--- config.mk ---
export PLATFORM = sky130hd
export DESIGN_NAME = sync_fifo_param
export DESIGN_NICKNAME = d
export VERILOG_FILES = /design/src/rtl/sync_fifo_param.sv
export SDC_FILE = /design/constraint.sdc
export NUM_CORES = 1
export LEC_CHECK = 0
export CORE_ASPECT_RATIO = 1.25
export CORE_MARGIN = 4
export CORE_UTILIZATION = 30
export DETAILED_ROUTE_END_ITERATION = 7
export RECOVER_POWER = 100
export REMOVE_ABC_BUFFERS = 1
export SYNTH_ARGS = -nofsm -noshare
export SYNTH_HDL_FRONTEND = slang
export SYNTH_SLANG_ARGS = --single-unit
--- constraint.sdc ---
create_clock -name clk -period 6.19 [get_ports clk]
set_clock_uncertainty 0.05 [all_clocks]
set_input_delay 0.619 -clock clk [delete_from_list [all_inputs] [get_ports clk]]
set_output_delay 0.619 -clock clk [all_outputs]
set_load 0.02 [all_outputs]
--- src/rtl/sync_fifo_param.sv ---
// sync_fifo_param: single-clock parametrised FIFO with an occupancy count,
// almost-full/almost-empty thresholds and sticky overflow/underflow flags.
// Optional feature macro: SYNC_FIFO_FWFT_EN selects first-word fall-through
// reads. When it is left undefined, reads are registered with a latency of
// one cycle.
module sync_fifo_param #(
    parameter int WIDTH    = 8,
    parameter int DEPTH    = 8,
    parameter int AF_LEVEL = DEPTH - 2,
    parameter int AE_LEVEL = 2,
    localparam int CW      = $clog2(DEPTH) + 1
) (
    input  logic             clk,
    input  logic             rst,
    input  logic             wr_en,
    input  logic [WIDTH-1:0] wr_data,
    input  logic             rd_en,
    output logic [WIDTH-1:0] rd_data,
    output logic             rd_valid,
    output logic             full,
    output logic             empty,
    output logic             almost_full,
    output logic             almost_empty,
    output logic [CW-1:0]    count,
    output logic             overflow,
    output logic             underflow,
    input  logic             clr_err
);

    localparam int PW = $clog2(DEPTH);
    localparam logic [CW-1:0] DEPTH_C = CW'(DEPTH);
    localparam logic [CW-1:0] AF_C    = CW'(AF_LEVEL);
    localparam logic [CW-1:0] AE_C    = CW'(AE_LEVEL);

    logic [WIDTH-1:0] mem [DEPTH];
    logic [PW-1:0]    wr_ptr_reg, rd_ptr_reg;
    logic [CW-1:0]    count_reg, count_next;
    logic             full_reg, empty_reg, almost_full_reg, almost_empty_reg;
    logic             overflow_reg, underflow_reg;
    logic             wr_acc, rd_acc;

    // Acceptance uses the registered flags only: no bypass when full or empty.
    assign wr_acc = wr_en & ~full_reg;
    assign rd_acc = rd_en & ~empty_reg;

    // Next occupancy: each accepted operation applied once per cycle.
    always_comb begin
        count_next = count_reg;
        case ({wr_acc, rd_acc})
            2'b10:   count_next = count_reg + CW'(1);
            2'b01:   count_next = count_reg - CW'(1);
            default: count_next = count_reg;
        endcase
    end

    // Storage write; contents are intentionally not reset.
    always_ff @(posedge clk) begin
        if (!rst && wr_acc) begin
            mem[wr_ptr_reg] <= wr_data;
        end
    end

    // Pointers, count and occupancy flags registered from the next count.
    always_ff @(posedge clk) begin
        if (rst) begin
            wr_ptr_reg       <= '0;
            rd_ptr_reg       <= '0;
            count_reg        <= '0;
            full_reg         <= 1'b0;
            empty_reg        <= 1'b1;
            almost_full_reg  <= (AF_LEVEL == 0);
            almost_empty_reg <= 1'b1;
        end else begin
            if (wr_acc) wr_ptr_reg <= wr_ptr_reg + PW'(1);
            if (rd_acc) rd_ptr_reg <= rd_ptr_reg + PW'(1);
            count_reg        <= count_next;
            full_reg         <= (count_next == DEPTH_C);
            empty_reg        <= (count_next == '0);
            almost_full_reg  <= (count_next >= AF_C);
            almost_empty_reg <= (count_next <= AE_C);
        end
    end

    // Sticky error flags; a fresh error wins over a same-cycle clear.
    always_ff @(posedge clk) begin
        if (rst) begin
            overflow_reg  <= 1'b0;
            underflow_reg <= 1'b0;
        end else begin
            if (wr_en && full_reg)   overflow_reg <= 1'b1;
            else if (clr_err)        overflow_reg <= 1'b0;
            if (rd_en && empty_reg)  underflow_reg <= 1'b1;
            else if (clr_err)        underflow_reg <= 1'b0;
        end
    end

`ifdef SYNC_FIFO_FWFT_EN
    // Head word is shown combinationally; rd_en acknowledges it.
    assign rd_data  = mem[rd_ptr_reg];
    assign rd_valid = ~empty_reg;
`else
    logic [WIDTH-1:0] rd_data_reg;
    logic             rd_valid_reg;

    // Registered read: data loads on an accepted pop and holds otherwise.
    always_ff @(posedge clk) begin
        if (rst) begin
            rd_data_reg  <= '0;
            rd_valid_reg <= 1'b0;
        end else begin
            rd_valid_reg <= rd_acc;
            if (rd_acc) rd_data_reg <= mem[rd_ptr_reg];
        end
    end

    assign rd_data  = rd_data_reg;
    assign rd_valid = rd_valid_reg;
`endif

    assign full         = full_reg;
    assign empty        = empty_reg;
    assign almost_full  = almost_full_reg;
    assign almost_empty = almost_empty_reg;
    assign count        = count_reg;
    assign overflow     = overflow_reg;
    assign underflow    = underflow_reg;

endmodule

==> impl_metrics.json, run 1 <==
{
  "grt_pass1_vias": 2030,
  "start_util_pct": 30.48,
  "slew_violations": 0,
  "ios": 32,
  "die_w_um": 104.9,
  "crit_buf_inv": 3,
  "cts.path.max_buffers": 2,
  "synth_compound_area_share_pct": 5.220,
  "antenna_found_initial": 0,
  "wire_per_inst_um": 16.52,
  "synth-seq-area-share_pct": 68.75,
  "cp_top_family": "buffers and inverters",
  "cap_violations": 0,
  "place_congestion": 0.7986,
  "hold_viol": 0,
  "synth.top_cell.area_share_pct": 54.55,
  "synthAdderAreaFrac_pct": 1.420,
  "grt_overflow": 0,
  "tightest_slew_ns": 1.446,
  "syn_area_um2": 3523,
  "largest_register_ffs": 64,
  "post_cts_resized": 0,
  "max_stage_delay_ns": 1.15,
  "tns_ns": 0,
  "core_um2": 11560,
  "syn_to_final_growth_pct": 19.89,
  "drtAntennaViolNets": 0,
  "yosys.area_share.simple_pct": 7.564,
  "drt_wl_total_um": 6558,
  "fin_crit_ns": 3.414,
  "p_leak_nw": 1.391,
  "synth_edf_count": 64,
  "synth_xor_xnor_area_share_pct": 1.740,
  "crit_required_ns": 6.07,
  "rows": 44,
  "synth-seq-cells": 89,
  "portBuffers": 31,
  "numCtsBuffers": 9,
  "crit_fanout": 27,
  "critPathKind": "input pin to flip-flop",
  "vias": 1907,
  "yosysWarnings": 0,
  "seqPwrFrac_pct": 48.5,
  "comb_power_share_pct": 17.8,
  "synth_top_area_cell": "edfxtp_1",
  "htree_num_levels": 3,
  "clock.fmax_mhz": 292.9,
  "cp-start-kind": "input pin",
  "post_cts_buffers": 0,
  "clockRootBuffer": "clkbuf_16",
  "synth_top_family_by_area": "multiplexers",
  "grt_max_degree": 28,
  "end_kind": "flip-flop",
  "whs_ns": 0.4397,
  "nets": 271,
  "clk_pin_slew_ns": 0.06,
  "slew_headroom_pct": 2.838,
  "max-vdd-ir-drop_mv": 0.1807,
  "grt_use_total_pct": 10.47,
  "avgSynthCellArea_um2": 16.16,
  "run_status": "finished, final reports clean",
  "switchingPower_w": 0.0003849,
  "path_cells": "dlygate4sd3_1 > clkbuf_1 > inv_1 > nand2_1 > nor3_1",
  "vias_per_cell": 4.804,
  "powerDensity_nw_per_um2": 344.9,
  "netlist_instances": 218,
  "grt_pass1_wl_um": 10680,
  "swShare_pct": 26.42,
  "cts.sinks": 89,
  "drive_above_1_share_pct": 13.51,
  "setup_viol": 0,
  "worstPathArrival_ns": 3.30,
  "worstHoldPathType": "flip-flop to flip-flop",
  "cts_tree": "yes",
  "netlist_top_cells_area": "edfxtp_1 55%, dfxtp_1 14%, mux4_2 10%, mux2i_1 2.6%, nor2_1 2.0%",
  "rsz0062_at_grt": "no",
  "dieArea_um2": 13550,
  "finalCritPeriodShare_pct": 55.15,
  "firstDrtPassIters": 4,
  "hpwl_um": 4161,
  "synthMuxAreaShare_pct": 13.10,
  "clk_latency_ns": 0.33,
  "synthArstFlopShare_pct": 0,
  "internal_power_w": 0.001072,
  "die_y_um": 129.2,
  "drtIter0Drc": 72,
  "antenna_cells": 0,
  "drc": 0,
  "cts_hold_buffers": 0,
  "synth_cell_types": 43,
  "clock_power_share_pct": 33.7,
  "synthFlopType": "edfxtp_1",
  "fin_total_pwr_w": 0.001457,
  "critPathSlowestCell": "nor3_1"
}
[worst paths after layout]
check | startpoint | to | slack [ns] | cells after the start
setup reg to reg | empty | almost_full | 3.36 | 10
setup / recovery | rst | mem[1][6] | 2.78 | 5
hold reg to reg | overflow | overflow | 0.44 | 2
hold / removal | overflow | overflow | 0.44 | 2
[cell type report]
type	count	area, um2
Clock buffer	10	229.0
Clock inverter	6	42.54
Fill cell	1108	7337
Inverter	5	18.77
Multi-Input combinational cell	112	1002
Sequential cell	89	2422
Tap cell	138	172.7
Timing Repair Buffer	37	336.6
[metrics by stage]
stage	area (um2)	setup slack [ns]	std cells	utilization, %
finish	4224	2.776	397	36.54
global route	4224	2.477	397	36.54
CTS	4287	3.344	397	37.08
detailed placement	4015	2.993	381	34.73
global placement	4015	3.045	381	34.73
floorplan	3465	3.752	206	-
[cell families (layout without fill, tap and decap cells)]
kind of cell | after synthesis | count (layout)
simple gates | 51 | 51
buf+inv | 17 | 58
xor+xnor | 7 | 7
compound gates | 24 | 24
fa+ha+maj | 4 | 4
mux | 26 | 26
flops | 89 | 89
[synth_stat cells (all sizes together) (3+ instances only)]
cell type	number
nand2	11
xor2	3
nor2	19
mux4	16
mux2i	9
inv	5
clkbuf	8
nor2b	3
a21oi	4
nor3	4
a211oi	8
buf	4
ha	4
xnor2	4
edfxtp	64
dfxtp	25
[power groups by stage]
stage                     clock, W  combinational [W]  sequential (W)
after floorplan                  0           0.000135        0.000757
after global placement           0           0.000278        0.000722
after detailed placement         0           0.000281        0.000723
after CTS                 0.000505           0.000281        0.000711
after global routing      0.000534           0.000285        0.000714
final                     0.000491           0.000259        0.000707
[tightest hold or removal path: cells and delay by family (launching register included)]
kind / cells / cell delay [ns]
DFF: 1 / 0.32
and+or+nand+nor: 1 / 0.07
AOI/OAI and AO/OA: 1 / 0.06
[metal layers]
| layer | track usage [%] | share of wire (%) |
|---|---|---|
| met4 | 5.097 | 1.3 |
| met2 | 18.59 | 54 |
| met1 | 11.77 | 42 |
| met3 | 2.691 | 2.9 |
| met5 | 0 | 0 |
[cells in the final DEF (no fill, tap or decap), types with 3 or more instances in the layout]
| cell | Yosys | routed |
|---|---|---|
| ha_1 | 4 | 4 |
| nor3_1 | 4 | 4 |
| dlygate4sd3_1 | 0 | 29 |
| dfxtp_1 | 25 | 25 |
| clkbuf_16 | 0 | 9 |
| mux4_2 | 16 | 16 |
| edfxtp_1 | 64 | 64 |
| nand2_1 | 11 | 11 |
| inv_1 | 3 | 4 |
| xnor2_1 | 4 | 4 |
| mux2i_1 | 9 | 9 |
| nor2_1 | 19 | 19 |
| xor2_1 | 3 | 3 |
| a211oi_1 | 8 | 8 |
| clkbuf_1 | 8 | 6 |
| a21oi_1 | 3 | 4 |
No activity file was read; power rests on OpenSTA's default activity.
==> run 2: changes to the inputs <==
==> constraint.sdc (replaced) <==
create_clock -name clk -period 3.3 [get_ports clk]
set_clock_uncertainty 0.05 [all_clocks]
set_input_delay 0.33 -clock clk [delete_from_list [all_inputs] [get_ports clk]]
set_output_delay 0.33 -clock clk [all_outputs]
set_load 0.02 [all_outputs]
==> run 2 against run 1 <==
Against the previous run:
- clock power rose by 120%
- first-iteration DRC count grew 17%
- sequential cell count stayed put
- power increased by 98%
- sequential power increased by 88%
- worst setup slack got worse by 2.1 ns
- global-route usage increased by 0.16 points
- cell area rose by 1.8%
- utilization is 0.66 points higher
- die area is the same
- combinational power rose by 92%
- largest power group unchanged
==> impl_metrics.json, run 2 (same netlist as run 1, synthesis figures left out) <==
{
  "setup_viol": 0,
  "cts_tree": "yes",
  "grt_use_total_pct": 10.63,
  "max_stage_delay_ns": 0.55,
  "critPathSlowestCell": "dlygate4sd3_1",
  "drc": 0,
  "drtAntennaViolNets": 0,
  "worstHoldPathType": "flip-flop to flip-flop",
  "numCtsBuffers": 9,
  "end_kind": "flip-flop",
  "rsz0062_at_grt": "no",
  "critPathKind": "input pin to flip-flop",
  "cp_top_family": "simple AND/OR/NAND/NOR gates",
  "ff2ff_setup_slack_ns": 0.88,
  "cts_hold_buffers": 0,
  "grt_max_degree": 22,
  "antenna_found_initial": 0,
  "syn_to_final_growth_pct": 22.05,
  "finalCritPeriodShare_pct": 80.44,
  "min_to": "underflow",
  "fin_total_pwr_w": 0.002884,
  "slew_violations": 0,
  "cp-start-kind": "input pin",
  "vias_per_cell": 4.794,
  "grt_pass1_vias": 1994,
  "dieArea_um2": 13550,
  "post_cts_resized": 0,
  "hold_viol": 0,
  "reg2reg_to": "full",
  "die_w_um": 104.9,
  "cap_violations": 0,
  "fin_crit_ns": 2.654,
  "start_util_pct": 30.48,
  "mostFrequentLayoutCell": "edfxtp_1",
  "r2r_cells": 8,
  "run_status": "finished, final reports clean",
  "vias": 1927,
  "r2r-start": "full",
  "cts.sinks": 89,
  "die_y_um": 129.2,
  "p_leak_nw": 1.429,
  "largest_register_ffs": 64,
  "antenna_cells": 0,
  "drt_wl_total_um": 6676,
  "mostFrequentLayoutCells": "64 x edfxtp_1, 29 x dlygate4sd3_1, 25 x dfxtp_1",
  "htree_num_levels": 3,
  "hpwl_um": 4310,
  "post_cts_buffers": 0,
  "post_dp_cell_area_um2": 4043,
  "cts.path.max_buffers": 2,
  "portBuffers": 31,
  "grt_overflow": 0,
  "final_cells": 402,
  "grt_pass1_wl_um": 10650,
  "max-vdd-ir-drop_mv": 0.2229,
  "crit_buf_inv": 2,
  "nets": 276,
  "firstDrtPassIters": 4,
  "path_cells": "dlygate4sd3_1 > nor2b_4 > inv_1 > ha_1 > and4b_1 > o21ai_0 > a221oi_1 > xor2_1 > and4_1",
  "powerDensity_nw_per_um2": 670.7,
  "clockRootBuffer": "clkbuf_16",
  "wire_per_inst_um": 16.61,
  "final_area_um2": 4300,
  "worstPathArrival_ns": 2.88,
  "clk_pin_slew_ns": 0.06,
  "core_um2": 11560,
  "drtIter0Drc": 84,
  "rows": 44,
  "ios": 32,
  "tightest_slew_ns": 1.053,
  "crit_fanout": 9,
  "utilization_pct": 37.20,
  "tns_ns": 0,
  "hp-start": "underflow",
  "clock.fmax_mhz": 376.7,
  "drive_above_1_share_pct": 14.02,
  "clk_latency_ns": 0.33,
  "place_congestion": 0.8233,
  "min_path_cells": 2,
  "dp.cells": 386,
  "slew_headroom_pct": 29.82,
  "crit_required_ns": 3.52
}
## run 2: worst reg2reg max path, stage by stage, from the launching register on
cell and delay (ns):
dfxtp_1 0.34, nor2b_4 0.23, inv_1 0.14, ha_1 0.27
and4b_1 0.29, o21ai_0 0.09, a221oi_1 0.46, xor2_1 0.28
and4_1 0.22
## run 2: worst max path at each step
stage | startpoint | to | depth (start not counted)
finish | wr_en | full | 9
CTS | wr_en | full | 9
global route | wr_en | almost_empty | 9
global placement | wr_en | almost_full | 11
detailed placement | wr_en | full | 9
floorplan | empty | almost_full | 10
## run 2: final cells by class
type                    count  area (um2)
clock inverters             5       81.33
well taps                 138       172.7
flip-flops and latches     89        2422
repair buffers             42       359.1
multi-input cells         112        1013
inverters                   5       18.77
fillers                  1115        7261
clock buffers              11       232.7
## run 2: report_power, final
part           leakage, nW  switching [W]  internal [W]  total (W)
Clock                0.152       0.000396      0.000665    0.00106
Combinational        0.494       0.000261      0.000236   0.000498
Sequential           0.783      0.0000564       0.00127    0.00133
Total                 1.43       0.000713       0.00217    0.00288
## run 2: layer usage
layer	vias to the layer above	part of all wire [%]	GRT usage [%]	routed length, um
li1	925	-	-	-
met1	949	41	11.62	2710
met2	39	52	18.70	3494
met3	14	4.4	2.890	297
met4	0	2.6	6.023	174
met5	-	0	0	0
## run 2: stage by stage
step | setup slack [ns] | hold slack, ns
finish | 0.6456 | 0.4417
global route | 0.4254 | 0.4668
global placement | 0.6204 | 0.4316
floorplan | 0.9912 | 0.3491
detailed placement | 0.5610 | 0.4382
CTS | 0.9003 | 0.4540
==> run 3: changes to the inputs <==
==> constraint.sdc (replaced) <==
create_clock -name clk -period 2.75 [get_ports clk]
set_clock_uncertainty 0.05 [all_clocks]
set_input_delay 0.275 -clock clk [delete_from_list [all_inputs] [get_ports clk]]
set_output_delay 0.275 -clock clk [all_outputs]
set_load 0.02 [all_outputs]
==> run 3 against run 2 <==
Against the previous run:
- sequential share of layout area is 0.098 points lower
- sequential power is 19% higher
- via count is 2.7% higher
- critical path type unchanged
- largest power group unchanged
- highest routed layer unchanged
==> impl_metrics.json, run 3 (same netlist as run 1, synthesis figures left out) <==
{
  "run_status": "finished, final reports clean",
  "drt_wl_total_um": 6645,
  "slew_violations": 0,
  "grt_pass1_vias": 2015,
  "place_congestion": 0.7330,
  "max-vdd-ir-drop_mv": 0.3477,
  "clockRootBuffer": "clkbuf_16",
  "cts_tree": "yes",
  "vias": 1979,
  "antenna_found_initial": 0,
  "end_kind": "flip-flop",
  "core_um2": 11560,
  "cap_violations": 0,
  "tns_ns": 0,
  "mostFrequentLayoutCell": "edfxtp_1",
  "cts_hold_buffers": 0,
  "r2r_cells": 8,
  "post_cts_resized": 0,
  "clk_pin_slew_ns": 0.06,
  "hold_viol": 0,
  "grt_use_total_pct": 10.77,
  "syn_to_final_growth_pct": 22.27,
  "rsz0062_at_grt": "no",
  "hpwl_um": 4324,
  "ios": 32,
  "antenna_cells": 0,
  "start_util_pct": 30.48,
  "utilization_pct": 37.26,
  "mostFrequentLayoutCells": "64 x edfxtp_1, 29 x dlygate4sd3_1, 25 x dfxtp_1",
  "die_w_um": 104.9,
  "vias_per_cell": 4.874,
  "largest_register_ffs": 64,
  "clock.fmax_mhz": 426.8,
  "rows": 44,
  "clk_latency_ns": 0.34,
  "fin_total_pwr_w": 0.003354,
  "post_dp_cell_area_um2": 4073,
  "dieArea_um2": 13550,
  "worstPathArrival_ns": 2.58,
  "p_leak_nw": 1.444,
  "post_cts_buffers": 0,
  "cts.sinks": 89,
  "crit_fanout": 5,
  "htree_num_levels": 3,
  "drtAntennaViolNets": 0,
  "setup_viol": 0,
  "die_y_um": 129.2,
  "final.fill_count": 1108,
  "tightest_slew_ns": 0.7036,
  "grt_overflow": 0,
  "drc": 0,
  "drive_above_1_share_pct": 17.16,
  "numCtsBuffers": 9,
  "nets": 280,
  "worstHoldPathType": "flip-flop to flip-flop",
  "min_path_cells": 2,
  "grt_max_degree": 19,
  "slew_headroom_pct": 53.09,
  "fin_crit_ns": 2.343,
  "cts.path.max_buffers": 2,
  "powerDensity_nw_per_um2": 778.6,
  "critPathKind": "input pin to flip-flop",
  "cp-start-kind": "input pin",
  "portBuffers": 31,
  "final_area_um2": 4308,
  "finalCritPeriodShare_pct": 85.20,
  "firstDrtPassIters": 4,
  "wire_per_inst_um": 16.37,
  "crit_required_ns": 2.99,
  "grt_pass1_wl_um": 10790,
  "drtIter0Drc": 73
}
[run 3: routing by layer]
metal | track usage [%] | share of wire, %
met1 | 12.53 | 42
met4 | 6.023 | 2.6
met3 | 2.840 | 4.1
met5 | 0 | 0
met2 | 18.17 | 51
[run 3: path summary, 6_finish.rpt]
check	start	to	slack, ns
worst max-delay path	wr_en	almost_full	0.41
worst min-delay path	rd_data[5]	rd_data[5]	0.45
worst max register to register	full	full	0.59
worst min register to register	rd_data[5]	rd_data[5]	0.45
[run 3: area by class of cell]
| type | instances | area [um2] | area share [%] |
|---|---|---|---|
| Tap cell | 138 | 172.7 | 4.008 |
| Clock inverter | 6 | 48.80 | 1.133 |
| Clock buffer | 10 | 239.0 | 5.547 |
| Multi-Input combinational cell | 112 | 1012 | 23.50 |
| Inverter | 5 | 18.77 | 0.4357 |
| Sequential cell | 89 | 2422 | 56.23 |
| Timing Repair Buffer | 46 | 394.1 | 9.149 |
[run 3: power breakdown]
part | switching, W | internal, W | total, W | leakage [nW]
logic | 0.000322 | 0.000289 | 0.000611 | 0.517
clock network | 0.000514 | 0.000648 | 0.00116 | 0.144
registers | 0.0000584 | 0.00152 | 0.00158 | 0.783
[run 3: through the flow]
stage / setup WS, ns / std cells / hold WS (ns)
5_1_grt: 0.2481 / 406 / 0.4765
3_3_place_gp: 0.2746 / 390 / 0.4288
3_5_place_dp: 0.2144 / 390 / 0.4408
2_1_floorplan: 0.4412 / 206 / 0.2941
4_1_cts: 0.5781 / 406 / 0.4532
6_report: 0.4070 / 406 / 0.4458
[run 3: worst max-delay path, stage by stage]
cell           delay, ns
dlygate4sd3_1       0.55
nor2b_1             0.15
inv_1               0.13
nand2_1             0.09
xnor2_1             0.14
ha_1                0.17
a21oi_1             0.05
a21boi_1            0.18
or4_1               0.50
a21oi_2             0.19
a22o_1              0.16
